**src/rtl/dmem_sram_ctrl_pkg.sv**
```systemverilog
// Shared types and defaults for the data-memory SRAM controller.
package dmem_sram_ctrl_pkg;

   localparam int unsigned DMEM_ADDR_W_DEF = 20;
   localparam logic [31:0] DMEM_BASE_DEF   = 32'h8040_0000;

   // Controller states; DONE is the single-cycle completion state
   typedef enum logic [2:0] {
      ST_IDLE     = 3'd0,
      ST_RD       = 3'd1,
      ST_WR_SETUP = 3'd2,
      ST_WR_PULSE = 3'd3,
      ST_WR_HOLD  = 3'd4,
      ST_DONE     = 3'd5
   } dmem_state_e;

   // Latched store payload
   typedef struct packed {
      logic [3:0]  be_n;
      logic [31:0] data;
   } dmem_wr_t;

   // Wait-counter width: clog2 of the longer wait, at least one bit
   function automatic int unsigned dmem_cnt_w(input int unsigned rd_wait,
                                              input int unsigned wr_pulse);
      int unsigned m;
      m = (rd_wait > wr_pulse) ? rd_wait : wr_pulse;
      return (m <= 1) ? 1 : $clog2(m);
   endfunction

endpackage

```
**src/rtl/dmem_sram_ctrl.sv**
```systemverilog
// Data-memory responder: turns MEM-stage loads/stores into timed accesses
// on an external asynchronous 32-bit SRAM, stalling the pipeline meanwhile.
module dmem_sram_ctrl
   import dmem_sram_ctrl_pkg::*;
#(
   parameter int unsigned RD_WAIT   = 2,
   parameter int unsigned WR_PULSE  = 2,
   parameter int unsigned ADDR_W    = DMEM_ADDR_W_DEF,
   parameter logic [31:0] DMEM_BASE = DMEM_BASE_DEF
) (
   input  logic              clk,
   input  logic              rst_n,
   input  logic              dm_valid_i,
   input  logic              dm_re_i,
   input  logic              dm_we_i,
   input  logic [31:0]       dm_addr_i,
   input  logic [3:0]        dm_wbe_n_i,
   input  logic [31:0]       dm_wdata_i,
   output logic [31:0]       dm_rdata_o,
   output logic              dm_stall_o,
   output logic [ADDR_W-1:0] ext_ram_addr_o,
   output logic [3:0]        ext_ram_be_n_o,
   output logic              ext_ram_ce_n_o,
   output logic              ext_ram_oe_n_o,
   output logic              ext_ram_we_n_o,
   output logic [31:0]       ext_ram_wdata_o,
   output logic              ext_ram_data_oe_o,
   input  logic [31:0]       ext_ram_rdata_i
);

   localparam int unsigned      CNT_W   = dmem_cnt_w(RD_WAIT, WR_PULSE);
   localparam int unsigned      WIN_LSB = ADDR_W + 2;
   localparam logic [CNT_W-1:0] RD_LOAD = CNT_W'(RD_WAIT - 1);
   localparam logic [CNT_W-1:0] WR_LOAD = CNT_W'(WR_PULSE - 1);

   dmem_state_e       r_state;
   dmem_state_e       w_state_nxt;
   logic [CNT_W-1:0]  r_cnt;
   logic [CNT_W-1:0]  w_cnt_nxt;
   logic [ADDR_W-1:0] r_addr;
   dmem_wr_t          r_wr;
   logic [31:0]       r_rdata;

   logic              r_ce_n;
   logic              r_oe_n;
   logic              r_we_n;
   logic              r_data_oe;
   logic [3:0]        r_be_n;

   logic              w_ce_n_nxt;
   logic              w_oe_n_nxt;
   logic              w_we_n_nxt;
   logic              w_data_oe_nxt;
   logic [3:0]        w_be_n_nxt;

   logic              w_req;
   logic              w_hit;
   logic              w_acc_rd;
   logic              w_acc_wr;
   logic              w_miss_rd;
   logic              w_latch;
   logic              w_capture;
   logic              w_stall_c;
   logic [3:0]        w_be_src;
   logic              w_unused;

   // Request decode; only meaningful while IDLE
   assign w_req     = dm_valid_i & (dm_re_i | dm_we_i);
   assign w_hit     = (dm_addr_i >> WIN_LSB) == (DMEM_BASE >> WIN_LSB);
   assign w_acc_rd  = (r_state == ST_IDLE) & w_req & ~dm_we_i & w_hit;
   assign w_acc_wr  = (r_state == ST_IDLE) & w_req & dm_we_i & w_hit & (dm_wbe_n_i != 4'hF);
   assign w_miss_rd = (r_state == ST_IDLE) & w_req & ~dm_we_i & ~w_hit;
   assign w_be_src  = (r_state == ST_IDLE) ? dm_wbe_n_i : r_wr.be_n;
   assign w_unused  = &{1'b0, dm_addr_i[1:0]};

   // Next state, wait counter, stall and next-cycle strobe values
   always_comb begin
      w_state_nxt   = r_state;
      w_cnt_nxt     = r_cnt;
      w_latch       = 1'b0;
      w_capture     = 1'b0;
      w_stall_c     = 1'b0;
      w_ce_n_nxt    = 1'b1;
      w_oe_n_nxt    = 1'b1;
      w_we_n_nxt    = 1'b1;
      w_data_oe_nxt = 1'b0;
      w_be_n_nxt    = 4'hF;

      case (r_state)
         ST_IDLE: begin
            if (w_acc_rd) begin
               w_state_nxt = ST_RD;
               w_cnt_nxt   = RD_LOAD;
               w_latch     = 1'b1;
               w_stall_c   = 1'b1;
            end else if (w_acc_wr) begin
               w_state_nxt = ST_WR_SETUP;
               w_latch     = 1'b1;
               w_stall_c   = 1'b1;
            end
         end
         ST_RD: begin
            w_stall_c = 1'b1;
            if (r_cnt == '0) begin
               w_capture   = 1'b1;
               w_state_nxt = ST_DONE;
            end else begin
               w_cnt_nxt = r_cnt - CNT_W'(1);
            end
         end
         ST_WR_SETUP: begin
            w_stall_c   = 1'b1;
            w_state_nxt = ST_WR_PULSE;
            w_cnt_nxt   = WR_LOAD;
         end
         ST_WR_PULSE: begin
            w_stall_c = 1'b1;
            if (r_cnt == '0) begin
               w_state_nxt = ST_WR_HOLD;
            end else begin
               w_cnt_nxt = r_cnt - CNT_W'(1);
            end
         end
         ST_WR_HOLD: begin
            w_stall_c   = 1'b1;
            w_state_nxt = ST_DONE;
         end
         ST_DONE: begin
            w_state_nxt = ST_IDLE;
         end
         default: begin
            w_state_nxt = ST_IDLE;
         end
      endcase

      case (w_state_nxt)
         ST_RD: begin
            w_ce_n_nxt = 1'b0;
            w_oe_n_nxt = 1'b0;
            w_be_n_nxt = 4'h0;
         end
         ST_WR_SETUP, ST_WR_HOLD: begin
            w_ce_n_nxt    = 1'b0;
            w_data_oe_nxt = 1'b1;
            w_be_n_nxt    = w_be_src;
         end
         ST_WR_PULSE: begin
            w_ce_n_nxt    = 1'b0;
            w_we_n_nxt    = 1'b0;
            w_data_oe_nxt = 1'b1;
            w_be_n_nxt    = w_be_src;
         end
         default: begin
            w_ce_n_nxt = 1'b1;
         end
      endcase
   end

   // State and wait-counter registers
   always_ff @(posedge clk or negedge rst_n) begin
      if (!rst_n) begin
         r_state <= ST_IDLE;
         r_cnt   <= '0;
      end else begin
         r_state <= w_state_nxt;
         r_cnt   <= w_cnt_nxt;
      end
   end

   // Request latch: the access is served only from this copy
   always_ff @(posedge clk or negedge rst_n) begin
      if (!rst_n) begin
         r_addr <= '0;
         r_wr   <= '{be_n: 4'hF, data: 32'h0};
      end else if (w_latch) begin
         r_addr <= dm_addr_i[ADDR_W+1:2];
         r_wr   <= '{be_n: dm_wbe_n_i, data: dm_wdata_i};
      end
   end

   // SRAM strobes, registered so nothing on dm_* reaches the pads combinationally
   always_ff @(posedge clk or negedge rst_n) begin
      if (!rst_n) begin
         r_ce_n    <= 1'b1;
         r_oe_n    <= 1'b1;
         r_we_n    <= 1'b1;
         r_data_oe <= 1'b0;
         r_be_n    <= 4'hF;
      end else begin
         r_ce_n    <= w_ce_n_nxt;
         r_oe_n    <= w_oe_n_nxt;
         r_we_n    <= w_we_n_nxt;
         r_data_oe <= w_data_oe_nxt;
         r_be_n    <= w_be_n_nxt;
      end
   end

   // Load data capture at the end of the read wait
   always_ff @(posedge clk or negedge rst_n) begin
      if (!rst_n) begin
         r_rdata <= 32'h0;
      end else if (w_capture) begin
         r_rdata <= ext_ram_rdata_i;
      end
   end

   // Stall is dropped immediately by reset so an aborted access releases the pipeline
   assign dm_stall_o        = rst_n & w_stall_c;
   assign dm_rdata_o        = w_miss_rd ? 32'h0 : r_rdata;
   assign ext_ram_addr_o    = r_addr;
   assign ext_ram_wdata_o   = r_wr.data;
   assign ext_ram_be_n_o    = r_be_n;
   assign ext_ram_ce_n_o    = r_ce_n;
   assign ext_ram_oe_n_o    = r_oe_n;
   assign ext_ram_we_n_o    = r_we_n;
   assign ext_ram_data_oe_o = r_data_oe;

endmodule
```
**config.mk**
```make
export PLATFORM = sky130hd
export DESIGN_NAME = dmem_sram_ctrl
export DESIGN_NICKNAME = d
export VERILOG_FILES = /design/src/rtl/dmem_sram_ctrl_pkg.sv /design/src/rtl/dmem_sram_ctrl.sv
export SDC_FILE = /design/constraint.sdc
export NUM_CORES = 1
export LEC_CHECK = 0
export ABC_AREA = 1
export CAP_MARGIN = 20
export CORE_MARGIN = 1
export CORE_UTILIZATION = 42
export DETAILED_ROUTE_END_ITERATION = 16
export PLACE_DENSITY = 0.8
export SKIP_CTS_REPAIR_TIMING = 1
export SLEW_MARGIN = 20
export SYNTH_ARGS = -nofsm -noshare
export SYNTH_HDL_FRONTEND = slang
export SYNTH_SLANG_ARGS = --single-unit
```
**constraint.sdc**
```tcl
create_clock -name clk -period 2.4 [get_ports clk]
set_input_delay 0.48 -clock clk [delete_from_list [all_inputs] [get_ports clk]]
set_output_delay 0.48 -clock clk [all_outputs]
set_load 0.1 [all_outputs]
```
; Word-level counts from Yosys, hierarchy flattened
; Index checks and enable logic that the tools add are counted.
[word_totals]
register_bits = 100
out_inout_bits = 93
[classes]
n_reduce_logical = 7
muxes = 21
n_eq_ne = 11
add_sub_neg = 1
bitwise_logic = 12
[op_table]
columns = cell, n
row1 = $mux 32, 1
row2 = $pmux 3 s5, 1
row3 = $eq 3x2->1 const B, 4
row4 = $mux 3, 4
row5 = $mux 1, 11
row6 = $eq 10x10->1 const B, 1
row7 = $and 1x1->1, 9
row8 = $pmux 4 s2, 1
row9 = $reduce_or 4->1, 2
row10 = $eq 3x1->1 const B, 2
row11 = $eq 3x3->1 const B, 2
row12 = $mux 4, 1
row13 = $ne 4x4->1 const B, 1
row14 = $logic_not 3->1, 1
row15 = $pmux 1 s3, 1
row16 = $reduce_bool 3->1, 1
row17 = $reduce_or 3->1, 1
row18 = $ne 2x2->1 const B, 1
row19 = $not 1->1, 2
row20 = $pmux 1 s2, 1
row21 = $reduce_and 2->1, 1
row22 = $reduce_or 2->1, 1
row23 = $or 1x1->1, 1
row24 = $sub 1x1->1 const B, 1

; Depth between registers and ports, before layout
; Gate-level depths: netlist of the first run.
[depth]
ltp_word = 12
depth_mapped = 10
depth_no_buf = 10

; Least setup slack after synthesis of the first run
; Ideal clock, no wire load.
[synth_timing]
kind = in2out
start = input dm_addr_i[25]
end = output dm_rdata_o[21]
path_slack_ns = -0.531
stages = 6
path_buffers = 1
t_arrival_ns = 2.451
required_time_ns = 1.920
cell_sequence = nor2_1 -> nand3_1 -> nor2_1 -> nor2_1 -> clkbuf_1 -> nor2_1
[synth_via]
elab_chain_len = 4
[synth_lines]
columns = item, line
row1 = "start, declared", dmem_sram_ctrl.sv:16  ; input logic [31:0] dm_addr_i,
row2 = $eq 10x10->1, dmem_sram_ctrl.sv:69  ; assign w_hit = (dm_addr_i >> WIN_LSB) == (DMEM_BASE >> WIN_LSB);
row3 = $not 1->1, dmem_sram_ctrl.sv:72  ; assign w_miss_rd = (r_state == ST_IDLE) & w_req & ~dm_we_i & ~w_hit;
row4 = $and 1x1->1, dmem_sram_ctrl.sv:72
row5 = $mux 32, dmem_sram_ctrl.sv:209  ; assign dm_rdata_o = w_miss_rd ? 32'h0 : r_rdata;
row6 = "end, declared", dmem_sram_ctrl.sv:19  ; output logic [31:0] dm_rdata_o,
; Every way passes these cells.

; Final worst setup path of the first run
[layout_timing]
start = input dm_addr_i[31]
end = output dm_rdata_o[20]
; Same word-level chain as after synthesis.

==> flow_metrics.env, run 1 <==
export IMPL_status="finished, violations left"
export IMPL_violations="negative setup slack"
export IMPL_synth_edff_count=0
export IMPL_p_leak_uw=0.00383
export IMPL_pin_count=198
export IMPL_cts_sinks=100
export IMPL_maxSlewViolCount=0
export IMPL_seqCellArea_mm2=0.00252
export IMPL_grt_max_degree=65
export IMPL_wirelength_mm=12.1
export IMPL_clk_path_buf_depth=2
export IMPL_ys_types=21
export IMPL_gr_usage_met2_pct=35.1
export IMPL_drive_gt1_share_pct=28.8
export IMPL_async_flop_share_pct=100
export IMPL_viasPerCell=4.76
export IMPL_synth_area_leaders="dfrtp_1 (49%), nand2_1 (12%), nor2_1 (6.9%)"
export IMPL_placed_area_mm2=0.00685
export IMPL_path_cells="clkdlybuf4s50_1, nand2_2, inv_2, nand2_2, nor2_4, nor2_4, clkbuf_16, nor2_4, buf_12"
export IMPL_startpoint_type="input pin"
export IMPL_synth_most_common_cell="nand2_1"
export IMPL_place_inst=846
export IMPL_synthCells=551
export IMPL_ys_seq_elements=100
export IMPL_path_max_fanout=8
export IMPL_gr_total_overflow=0
export IMPL_antenna_found_initial=1
export IMPL_synth_cells_most_frequent="nand2_1 (143), dfrtp_1 (89), nor2_1 (84), nand3_1 (57), inv_1 (53)"
export IMPL_clock_skew_ns=0.0177
export IMPL_yosys_warnings=0
export IMPL_rsz0062_at_grt="yes"
export IMPL_h_tree_depth=3
export IMPL_crit_type="input pin to output port"
export IMPL_finalSetupViolCount=1
export IMPL_path_common_cell="nor2_4"
export IMPL_finalHoldViolCount=0
export IMPL_power_uw=9130
export IMPL_slowest_stage="clkdlybuf4s50_1"
export IMPL_syn_nets=656
export IMPL_power_density_mw_per_mm2=1250
export IMPL_wl_per_cell_um=13.9
export IMPL_fill_cells=752
export IMPL_nets=840
export IMPL_ir_worst_vdd_mv=1.60
export IMPL_grt_pass1_vias=4070
export IMPL_crit_path_end_kind="output port"
export IMPL_yosys_area_top_type="dfrtp_1"
export IMPL_die_area_mm2=0.0113
export IMPL_drc=0
export IMPL_final_setup_worst_slack_ns=-0.00471
export IMPL_cp_data_required_time_ns=1.92
export IMPL_cts_tree="done"
export IMPL_layout_cells_non_filler=876
export IMPL_crit_arrival_ns=1.92
export IMPL_ant_nets=0
export IMPL_maxCapViolCount=0
export IMPL_hp_class="input pin to asynchronous set/reset pin"
export IMPL_fmax_ghz=0.416
export IMPL_std_cell_rows=37
export IMPL_grtUsageMet1_pct=24.0
export IMPL_start_util_pct=43.7
export IMPL_numPortBuffers=195
export IMPL_syn_area_mm2=0.00455
export IMPL_cts_buffers=9
export IMPL_place_gp_congestion=0.813
export IMPL_post_route_period_util_pct=100
export IMPL_global_route_usage_met3_pct=8.95
export IMPL_grt_pass1_wl_mm=18.8
export IMPL_multi_input_area_mm2=0.00173
export IMPL_dp_hpwl_mm=8.78
export IMPL_drt_iter0_drc=202
export IMPL_cts_root_buf="clkbuf_8"
export IMPL_fp_dieW_um=106
export IMPL_avgSynthCellArea_um2=8.27
export IMPL_antennaDiodeCount=0
export IMPL_clk_latency_ns=0.35
export IMPL_syn2layout_area_growth_pct=60.0
export IMPL_yosysSeqAreaShare_pct=55.2
export IMPL_vias=4168
export IMPL_timing_hold_ws_ns=0.201
export IMPL_cts_clk_slew_worst_paths_ns=0.10
export IMPL_grt_busiest_layer="met2"
export IMPL_final_area_mm2=0.00729
export IMPL_coreArea_mm2=0.0104
export IMPL_die_y_um=106
export IMPL_utilization_pct=69.9
export IMPL_dr_pass1_iters=4
export IMPL_worst_pin_slew_ns=0.737
export IMPL_grt_util_all_layers_pct=21.0
export IMPL_synth_top_area_share_pct=48.9
export IMPL_period_minus_slack_ns=2.40
export IMPL_slew_headroom_pct=50.8
export IMPL_cp_slowest_stage_delay_ns=0.48
export IMPL_synth_flop_cell="dfrtp_1"
==> worst max-delay path, delay by kind of cell <==
| family | cells | cell delay [ns] |
|---|---|---|
| buf+inv | 4 | 0.92 |
| simple gates | 5 | 0.51 |
==> cell usage in the layout (no fill, tap or decap) <==
cell and n:
a21oi_1 34, buf_12 34, buf_4 93, bufinv_16 1
clkbuf_16 1, clkbuf_8 11, clkdlybuf4s50_1 89, clkinv_1 1
clkinv_4 3, clkinvlp_4 1, dfrtp_1 87, dfrtp_2 2
dfstp_2 11, dlymetal6s2s_1 12, inv_1 52, inv_2 1
nand2_1 138, nand2_2 6, nand2_8 1, nand3_1 55
nand3_2 3, nand4_1 2, nor2_1 46, nor2_2 11
nor2_4 30, nor3_1 1, nor3_2 1, o21ai_0 9
o21ai_2 2, o21bai_1 1, or2_2 1
==> final cells by class <==
class	instances	share of cell area [%]
clock buffer	11	2.08
multi-input combinational	341	23.8
clock inverter	5	0.824
inverter	54	2.83
timing repair buffer	229	33.6
tap	136	2.34
sequential	100	34.6
==> final timing paths <==
kind,from,end,slack (ns),cells past startpoint
setup / recovery,dm_addr_i[31],dm_rdata_o[20],-0.005,9
hold / removal,rst_n,ext_ram_addr_o[14]$_DFFE_PN0P_,0.20,2
setup reg to reg,r_state[2]$_DFF_PN0_,ext_ram_wdata_o[25]$_DFFE_PN0P_,0.47,9
hold reg to reg,r_cnt$_DFFE_PN0P_,r_cnt$_DFFE_PN0P_,0.49,2
max in group asynchronous,rst_n,r_state[1]$_DFF_PN0_,1.03,3
min in group clk,r_cnt$_DFFE_PN0P_,r_cnt$_DFFE_PN0P_,0.49,2
==> cells by family after synthesis <==
| kind of cell | synth area share (%) |
|---|---|
| and+or+nand+nor | 26.7 |
| DFF | 55.2 |
| buffers and inverters | 13.0 |
| AOI/OAI and AO/OA | 5.11 |
==> metrics by stage <==
step / setup TNS [ns] / setup WS (ns)
floorplan: -2.39 / -0.325
global placement: -3.97 / -0.166
detailed placement: -4.07 / -0.169
CTS: -4.86 / -0.201
global route: -1.61 / -0.0889
finish: -0.00471 / -0.00471
==> power by group <==
group	leakage [uW]	total, uW	internal, uW	switching, uW
registers	0.00126	2180	2070	115
logic	0.00247	5840	1960	3880
clock network	0.000107	1110	542	566
total	0.00383	9130	4570	4560
==> sequential cells by signal (all words and copies together) (netlist names) <==
signal	count
ext_ram_addr_o	20
ext_ram_be_n_o	4
ext_ram_ce_n_o	1
ext_ram_data_oe_o	1
ext_ram_oe_n_o	1
ext_ram_wdata_o	32
ext_ram_we_n_o	1
r_cnt	1
r_rdata	32
r_state	3
r_wr	4
==> layer usage <==
metal	routed length, um	vias up
met3	1210	28
met5	11	-
li1	-	2038
met4	282	2
met1	4790	1932
met2	5840	168
No activity file was read; power rests on OpenSTA's default activity.
==> inputs of run 2 (changes only) <==
--- a/config.mk
+++ b/config.mk
@@ -6,7 +6,6 @@
 export NUM_CORES = 1
 export LEC_CHECK = 0
 export ABC_AREA = 1
-export CAP_MARGIN = 20
 export CORE_MARGIN = 1
 export CORE_UTILIZATION = 42
 export DETAILED_ROUTE_END_ITERATION = 16
==> results of run 2 <==
Same layout as run 1: the final DEF is identical, and so are final timing and power.
